[src/rtl/blit_byte_sequencer.sv]
// ---------------------------------------------------------------------------
// blit_byte_sequencer
//
// Blitter inner-loop byte sequencer. For every byte of a run it optionally
// reads the source, optionally reads the destination, combines the two bytes
// through a per-bit 4-minterm logic function and writes the result back. The
// memory interface has one outstanding request at a time. A request is held
// until MEM_ACK. Read data is captured in the ACK cycle.
//
// Optional feature (compile-time macro BLIT_CMP_INHIBIT_EN):
//   When the macro is defined, the inputs CMPEN/CMPVAL are added. A byte whose
//   source latch equals CMPVAL (with CMPEN=1) is not written. It is still
//   counted, and ADV_DST still pulses. When the macro is undefined, every byte
//   is written.
//
// Parameters
//   DW  data width (number of logic-function bit slices)
//   CW  inner-count width; INNER_CNT==0 runs 2**CW bytes
//
// Ports
//   CLK        in   system clock, rising edge
//   RESET      in   asynchronous active-high reset
//   START      in   run request pulse; accepted only in IDLE
//   INNER_CNT  in   bytes per run, sampled on accepted START
//   SRCEN      in   read source per byte (else reuse held source latch)
//   DSTEN      in   read destination per byte (else destination = 0)
//   LFUC       in   minterm enables {SD,S~D,~SD,~S~D}, sampled on START
//   CMPEN      in   (BLIT_CMP_INHIBIT_EN only) write-inhibit compare enable
//   CMPVAL     in   (BLIT_CMP_INHIBIT_EN only) write-inhibit compare value
//   MEM_RD     out  read request, held until MEM_ACK
//   MEM_WR     out  write request, held until MEM_ACK
//   MEM_SEL    out  0 = source address, 1 = destination address
//   MEM_ACK    in   access complete (read data valid in same cycle)
//   MEM_DIN    in   read data
//   MEM_DOUT   out  write data, registered on entry to the write state
//   ADV_SRC    out  source address advance (ACK of a source read)
//   ADV_DST    out  destination address advance (completion of a write)
//   BUSY       out  run in progress
//   DONE       out  one-cycle end-of-run pulse
// ---------------------------------------------------------------------------
module blit_byte_sequencer #(
    parameter int DW = 8,
    parameter int CW = 9
) (
    input  logic          CLK,
    input  logic          RESET,
    input  logic          START,
    input  logic [CW-1:0] INNER_CNT,
    input  logic          SRCEN,
    input  logic          DSTEN,
    input  logic [3:0]    LFUC,
`ifdef BLIT_CMP_INHIBIT_EN
    input  logic          CMPEN,
    input  logic [DW-1:0] CMPVAL,
`endif
    output logic          MEM_RD,
    output logic          MEM_WR,
    output logic          MEM_SEL,
    input  logic          MEM_ACK,
    input  logic [DW-1:0] MEM_DIN,
    output logic [DW-1:0] MEM_DOUT,
    output logic          ADV_SRC,
    output logic          ADV_DST,
    output logic          BUSY,
    output logic          DONE
);

    typedef enum logic [2:0] {
        S_IDLE,
        S_RSRC,
        S_RDST,
        S_WR,
        S_DONE
    } state_t;

    state_t        state_q, state_d;
    logic [CW-1:0] cnt_q, cnt_d;
    logic [DW-1:0] src_q, src_d;
    logic [DW-1:0] dst_q, dst_d;
    logic [DW-1:0] dout_q, dout_d;
    logic [3:0]    lfuc_q, lfuc_d;
    logic          srcen_q, srcen_d;
    logic          dsten_q, dsten_d;
    logic          wr_skip;
    logic          wr_fire;

    // Per-bit logic function: each LFUC bit enables one minterm of (S,D).
    function automatic logic [DW-1:0] lfu(input logic [3:0]    c,
                                          input logic [DW-1:0] s,
                                          input logic [DW-1:0] d);
        lfu = ({DW{c[3]}} &  s &  d) |
              ({DW{c[2]}} &  s & ~d) |
              ({DW{c[1]}} & ~s &  d) |
              ({DW{c[0]}} & ~s & ~d);
    endfunction

    // First state of each byte: the first enabled read, or straight to write.
    function automatic state_t first_state(input logic src_en, input logic dst_en);
        if (src_en) begin
            first_state = S_RSRC;
        end else if (dst_en) begin
            first_state = S_RDST;
        end else begin
            first_state = S_WR;
        end
    endfunction

`ifdef BLIT_CMP_INHIBIT_EN
    assign wr_skip = CMPEN && (src_q == CMPVAL);
`else
    assign wr_skip = 1'b0;
`endif

    // A skipped write completes immediately because no request is issued
    // and therefore no ACK will arrive.
    assign wr_fire  = (state_q == S_WR) && (MEM_ACK || wr_skip);
    assign MEM_DOUT = dout_q;

    always_ff @(posedge CLK or posedge RESET) begin
        if (RESET) begin
            state_q <= S_IDLE;
            cnt_q   <= '0;
            src_q   <= '0;
            dst_q   <= '0;
            dout_q  <= '0;
            lfuc_q  <= '0;
            srcen_q <= 1'b0;
            dsten_q <= 1'b0;
        end else begin
            state_q <= state_d;
            cnt_q   <= cnt_d;
            src_q   <= src_d;
            dst_q   <= dst_d;
            dout_q  <= dout_d;
            lfuc_q  <= lfuc_d;
            srcen_q <= srcen_d;
            dsten_q <= dsten_d;
        end
    end

    always_comb begin
        state_d = state_q;
        cnt_d   = cnt_q;
        src_d   = src_q;
        dst_d   = dst_q;
        dout_d  = dout_q;
        lfuc_d  = lfuc_q;
        srcen_d = srcen_q;
        dsten_d = dsten_q;
        MEM_RD  = 1'b0;
        MEM_WR  = 1'b0;
        MEM_SEL = 1'b0;
        ADV_SRC = 1'b0;
        ADV_DST = 1'b0;
        DONE    = 1'b0;
        BUSY    = (state_q == S_RSRC) || (state_q == S_RDST) || (state_q == S_WR);

        case (state_q)
            S_IDLE: begin
                if (START) begin
                    cnt_d   = INNER_CNT;
                    lfuc_d  = LFUC;
                    srcen_d = SRCEN;
                    dsten_d = DSTEN;
                    state_d = first_state(SRCEN, DSTEN);
                end
            end
            S_RSRC: begin
                MEM_RD = 1'b1;
                if (MEM_ACK) begin
                    src_d   = MEM_DIN;
                    ADV_SRC = 1'b1;
                    state_d = dsten_q ? S_RDST : S_WR;
                end
            end
            S_RDST: begin
                MEM_RD  = 1'b1;
                MEM_SEL = 1'b1;
                if (MEM_ACK) begin
                    dst_d   = MEM_DIN;
                    state_d = S_WR;
                end
            end
            S_WR: begin
                MEM_SEL = 1'b1;
                MEM_WR  = !wr_skip;
                if (wr_fire) begin
                    ADV_DST = 1'b1;
                    // Wraps modulo 2**CW, so a loaded 0 runs the full range.
                    cnt_d   = cnt_q - CW'(1);
                    state_d = (cnt_d == '0) ? S_DONE : first_state(srcen_q, dsten_q);
                end
            end
            S_DONE: begin
                DONE    = 1'b1;
                state_d = S_IDLE;
            end
            default: begin
                state_d = S_IDLE;
            end
        endcase

        // Result is computed from the next-cycle latch values so a byte read in
        // this cycle is already reflected when the write state is entered. With
        // no reads enabled, WR re-enters itself every byte and refreshes here.
        if ((state_d == S_WR) && ((state_q != S_WR) || wr_fire)) begin
            dout_d = lfu(lfuc_d, src_d, dsten_d ? dst_d : '0);
        end
    end

endmodule

[config.mk]
export PLATFORM = sky130hd
export DESIGN_NAME = blit_byte_sequencer
export DESIGN_NICKNAME = d
export VERILOG_FILES = /design/src/rtl/blit_byte_sequencer.sv
export SDC_FILE = /design/constraint.sdc
export NUM_CORES = 1
export LEC_CHECK = 0
export CAP_MARGIN = 20
export CORE_MARGIN = 2
export CORE_UTILIZATION = 52
export CTS_CLUSTER_SIZE = 8
export DETAILED_ROUTE_END_ITERATION = 16
export GPL_TIMING_DRIVEN = 0
export PLACE_DENSITY = 0.79
export SLEW_MARGIN = 10
export SYNTH_ARGS = -nofsm -noshare
export SYNTH_HDL_FRONTEND = slang
export SYNTH_SLANG_ARGS = --single-unit
[constraint.sdc]
create_clock -name CLK -period 2.75 [get_ports CLK]
set_input_delay 0.825 -clock CLK [delete_from_list [all_inputs] [get_ports CLK]]
set_output_delay 0.825 -clock CLK [all_outputs]
set_load 0.005 [all_outputs]
==> results.cfg, run 1 <==
[outcome]
status = completed

[floorplan]
start_util = 0.538
floorplan.die_area_um2 = 5020
die_x_um = 70.9
core.rowCount = 24
pin_count = 42
dieHeight_um = 70.9
core-area_um2 = 4320

[final_layout]
stdcell_count = 328
drive_above_1_share = 0.283
fin_nets = 304
area_delta_synth_final_pct = 35.1
n_antenna_cell = 0

[clocking]
cts_tree = yes
cts_buffers = 5
cts.clk_slew.worst_paths_ns = 0.08
cts_sinks = 42
root_buffer = clkbuf_8
htreeDepth = 2
cts.path.max_buffers = 2
insertion_delay_ns = 0.30

[sta]
fin_crit_sh = 0.992
fin_skew_ns = 0.00708
relSlewSlack = 0.635
fin_crit_ns = 2.73
setup_violations = 0
worst_slew_pin_slew_ns = 0.545
finalHoldViolCount = 0
fmaxAchievable_ghz = 0.367
slew_violations = 0

[grt]
grt_overflow = 0
antenna_found_initial = 0
grt_pass1_wl_um = 8670
grtUsageTotal = 0.224
grt_start_max_net_pins = 30
grt_pass1_vias = 1772

[yosys]
synth_fp_nets = 244
seq_area_frac_synth = 0.452
yosys.area.top_type_share = 0.452
synth_warnings = 0
ys_types = 42
async_flop_share = 1.00
synth_commonest_cells = dfrtp_1, inv_1, mux2i_1
yosys_most_used_dff = dfrtp_1
synth_seq_cells = 42
synth_edf_count = 0
yosysTopAreaCell = dfrtp_1
synth_most_common_cell = dfrtp_1
synth.area.top_cells = dfrtp_1, mux2i_1, mux2_2, mux4_1, o21ai_0
syn-cell-area_um2 = 2330
synthCells = 215
synth.avg_cell_area_um2 = 10.8

[setup_path]
cp_data_arrival_time_ns = 1.90
critPathRequiredTime_ns = 1.93
crit_type = in -> out
endpoint_kind = output pin
worstPathMaxFanout = 8
cp-start-kind = input pin

[detailed_routing]
wl_per_cell_um = 16.3
wirelength_um = 5330
drt-pass1-iter-count = 4
first_iter_violations = 135
drt-vias-per-instance = 5.57
via_count = 1827
ant_nets = 0
drc = 0

[power_and_ir_drop]
power_uw = 3530
power_density_nw_per_um2 = 1120
peakVddDrop_uv = 638
power.leakage_uw = 0.00134

[placed_design]
dpl.cell_count = 309
place_hpwl_um = 3370
place.gp.congestion = 0.775
port_buffers = 41

[worst_hold_path]
min_path_type = reg -> reg

[job]
drv_cap = 0
placed cells by master, fill, tap and decap left out, types with 3 or more instances in the layout:
cell type | synthesis | layout
dfrtp_1 | 42 | 39
clkdlybuf4s50_1 | 0 | 39
nor2_1 | 18 | 18
mux2_2 | 17 | 16
mux2i_1 | 20 | 15
o21ai_0 | 17 | 15
buf_4 | 1 | 13
inv_1 | 20 | 13
nand2_1 | 13 | 12
inv_2 | 0 | 7
a21oi_1 | 6 | 6
nor3_1 | 7 | 5
mux4_1 | 5 | 5
clkbuf_8 | 0 | 5
mux2i_4 | 0 | 4
xnor2_1 | 3 | 3
nor2b_1 | 3 | 3
clkbuf_1 | 5 | 3
dfrtp_2 | 0 | 3
layer usage:
layer	track usage	wire length [um]
met1	0.309	2360
met2	0.351	2590
met3	0.0541	282
met4	0.0776	104
met5	0	0
what timing repair did:
action / 4_1_cts / 5_1_grt
hold buffers: 0 / 0
buffers inserted: 9 / 4
setup endpoints to repair: 10 / 10
gates resized for setup: 29 / 14
pin swaps: 4 / 3
cell families after synthesis:
family | count (synthesis) | share of synthesized area
AOI/OAI and AO/OA | 36 | 0.104
buffers and inverters | 29 | 0.0500
muxes | 43 | 0.236
DFF | 42 | 0.452
and+or+nand+nor | 59 | 0.133
adders and majority gates | 2 | 0.0108
xor gates and xnor gates | 4 | 0.0151
worst paths after layout:
path | from | end | slack, ns | cells after the start
setup / recovery | MEM_ACK | ADV_SRC | 0.02 | 5
hold / removal | src_q[5]$_DFF_PP0_ | src_q[5]$_DFF_PP0_ | 0.50 | 2
setup reg to reg | cnt_q[0]$_DFFE_PP0P_ | MEM_DOUT[6]$_DFFE_PP0P_ | 0.17 | 9
hold reg to reg | src_q[5]$_DFF_PP0_ | src_q[5]$_DFF_PP0_ | 0.50 | 2
max in group asynchronous | RESET | cnt_q[0]$_DFFE_PP0P_ | 1.50 | 3
min in group asynchronous | RESET | cnt_q[3]$_DFFE_PP0P_ | 0.79 | 2
power breakdown:
part / internal, uW / switching (uW) / leakage [uW] / total (uW)
clock network: 178 / 225 / 0.0000441 / 403
logic: 1080 / 935 / 0.000795 / 2010
registers: 922 / 197 / 0.000506 / 1120
total: 2180 / 1360 / 0.00134 / 3530
metrics by stage:
stage               hold WS [ns]  instance area [um2]  utilization  setup TNS, ns  setup slack, ns
detailed placement         0.483                 2820        0.652          -5.22           -0.687
CTS                        0.502                 3060        0.707              0          0.00408
global route               0.519                 3140        0.727         -0.116          -0.0820
floorplan                  0.456                 2330            -              0            0.168
global placement           0.470                 2800        0.648          -5.04           -0.634
finish                     0.499                 3140        0.727              0           0.0223
layout make-up:
type / instances / area [um2]
timing repair buffer: 55 / 541
tap: 52 / 65.1
inverter: 20 / 75.1
clock buffer: 5 / 68.8
buffer: 7 / 40.0
fill: 308 / 1180
multi-input combinational: 144 / 1280
clock inverter: 3 / 21.3
sequential: 42 / 1050
flip-flops by register name, indices dropped and copies added, names as in the netlist:
name and flops:
lfuc_q 4, dst_q 8, state_q 3, srcen_q 1
src_q 8, MEM_DOUT 8, dsten_q 1, cnt_q 9
worst max-delay path, cell delays in order:
cell,delay [ns]
buf_4,0.14
nand2_2,0.10
nor3_2,0.18
buf_4,0.16
clkdlybuf4s50_1,0.49
Power figures use the tool's default switching activity.
==> inputs of run 2 (changes only) <==
Settings changed: PLACE_DENSITY 0.79 to unset, PLACE_DENSITY_LB_ADDON set to 0.1.
==> results.cfg, run 2 (synthesis gave the netlist of run 1 again) <==
[placed_design]
port_buffers = 41
place.gp.congestion = 0.846
placed_cell_area_um2 = 2820
place_hpwl_um = 3560
preCtsSetupSlack_ns = -0.629

[clocking]
cts.path.max_buffers = 2
cts_tree = yes
cts.clk_slew.worst_paths_ns = 0.08
htreeDepth = 2
cts_sinks = 42
root_buffer = clkbuf_8
insertion_delay_ns = 0.29
hold_buffers = 0
cts_buffers = 5

[sta]
whs_ns = 0.499
worst_slew_pin_slew_ns = 0.566
fin_crit_sh = 0.982
fin_crit_ns = 2.70
relSlewSlack = 0.621
worst_slack_ns = 0.0509
fin_skew_ns = 0.00351
finalHoldViolCount = 0
fmaxAchievable_ghz = 0.370
setup_violations = 0
slew_violations = 0

[setup_path]
r2r_cells = 10
rr_endpoint = MEM_DOUT[7]$_DFFE_PP0P_
slowest_delay_ns = 0.47
endpoint_kind = flop
crit_buf_inv = 2
cp-startpoint = SRCEN
cp_top_family = compound AO/OA/AOI/OAI gates
worst-path-stages = 7
crit_path_end = MEM_DOUT[3]$_DFFE_PP0P_
worstPathMaxFanout = 7
path_cells = clkdlybuf4s50_1 -> or3b_2 -> a31oi_2 -> o21ai_1 -> a211oi_4 -> buf_12 -> mux2_2
r2r_slack_ns = 0.12
crit_type = in -> reg
cp_slowest_cell = or3b_2
cp_data_arrival_time_ns = 2.88
critPathRequiredTime_ns = 2.93
reg2reg_from = cnt_q[0]$_DFFE_PP0P_
cp-start-kind = input pin

[floorplan]
pin_count = 42
floorplan.die_area_um2 = 5020
core-area_um2 = 4320
start_util = 0.538
die_x_um = 70.9
dieHeight_um = 70.9
core.rowCount = 24

[grt]
grt_pass1_wl_um = 8940
grt_overflow = 0
grt_pass1_vias = 1890
antenna_found_initial = 0
grtUsageTotal = 0.228
grt_start_max_net_pins = 40

[worst_hold_path]
hold_start = src_q[3]$_DFF_PP0_
min_path_type = reg -> reg

[power_and_ir_drop]
peakVddDrop_uv = 627
power.leakage_uw = 0.00136
power_density_nw_per_um2 = 1190

[detailed_routing]
drt-vias-per-instance = 5.60
via_count = 1826
wl_per_cell_um = 16.5
first_iter_violations = 98
ant_nets = 0
wirelength_um = 5390
drc = 0
drt-pass1-iter-count = 4

[final_layout]
n_fill_cell = 329
largest_register_ffs = 9
fin_nets = 302
area_delta_synth_final_pct = 36.2
regMostFlops = cnt_q
drive_above_1_share = 0.274
final_cell_mix = dfrtp_1, clkdlybuf4s50_1, nor2_1
final_cell_area_um2 = 3170
n_antenna_cell = 0

[outcome]
status = completed

[job]
drv_cap = 0
## run 2: worst min-delay path, cell delays in order (launching register included)
cell	delay [ns]
dfrtp_1	0.32
mux2i_1	0.06
inv_1	0.08
## run 2: worst min-delay path by stage
stage	endpoint	slack (ns)	cells after the start
after floorplan	src_q[2]$_DFF_PP0_	0.46	2
after global placement	src_q[4]$_DFF_PP0_	0.47	2
after detailed placement	src_q[6]$_DFF_PP0_	0.48	2
after CTS	dst_q[7]$_DFF_PP0_	0.50	1
after global routing	dst_q[7]$_DFF_PP0_	0.51	1
final	src_q[3]$_DFF_PP0_	0.50	2
## run 2: final cells by class
type | instances | area [um2] | share of cell area
plain buffers | 7 | 42.5 | 0.0134
clock buffers | 6 | 82.6 | 0.0261
multi-input cells | 144 | 1270 | 0.400
clock inverters | 2 | 60.1 | 0.0190
inverters | 20 | 75.1 | 0.0237
flip-flops and latches | 42 | 1050 | 0.333
well taps | 52 | 65.1 | 0.0205
repair buffers | 53 | 519 | 0.164
## run 2: routing by layer
metal / track usage / routed length, um / share of wire / vias up
li1: - / - / - / 875
met1: 0.298 / 2410 / 0.45 / 911
met2: 0.391 / 2730 / 0.51 / 32
met3: 0.0442 / 180 / 0.033 / 8
met4: 0.0629 / 70 / 0.013 / 0
met5: 0 / 0 / 0 / -
## run 2: timing repair
item / 4_1_cts / 5_1_grt
resized for setup: 30 / 8
pin swaps: 2 / 1
buffers inserted: 7 / 4
setup endpoints to repair: 10 / 10
## run 2: per-stage QoR
step / setup TNS [ns] / utilization / power (uW) / cells
2_1_floorplan: 0 / - / 2310 / 215
3_3_place_gp: -5.06 / 0.648 / 2800 / 308
3_5_place_dp: -5.51 / 0.652 / 2860 / 309
4_1_cts: 0 / 0.720 / 3700 / 322
5_1_grt: -0.000608 / 0.733 / 4010 / 326
6_report: 0 / 0.733 / 3760 / 326
## run 2: power breakdown
part	internal (uW)	total [uW]	switching, uW
clock	387	605	217
sequential	921	1110	185
combinational	1090	2050	962
==> inputs of run 3 (changes only) <==
Settings changed: ABC_CLOCK_PERIOD_IN_PS set to 2750.
==> results of run 3 <==
No change in the layout: final DEF, timing and power equal those of run 2.
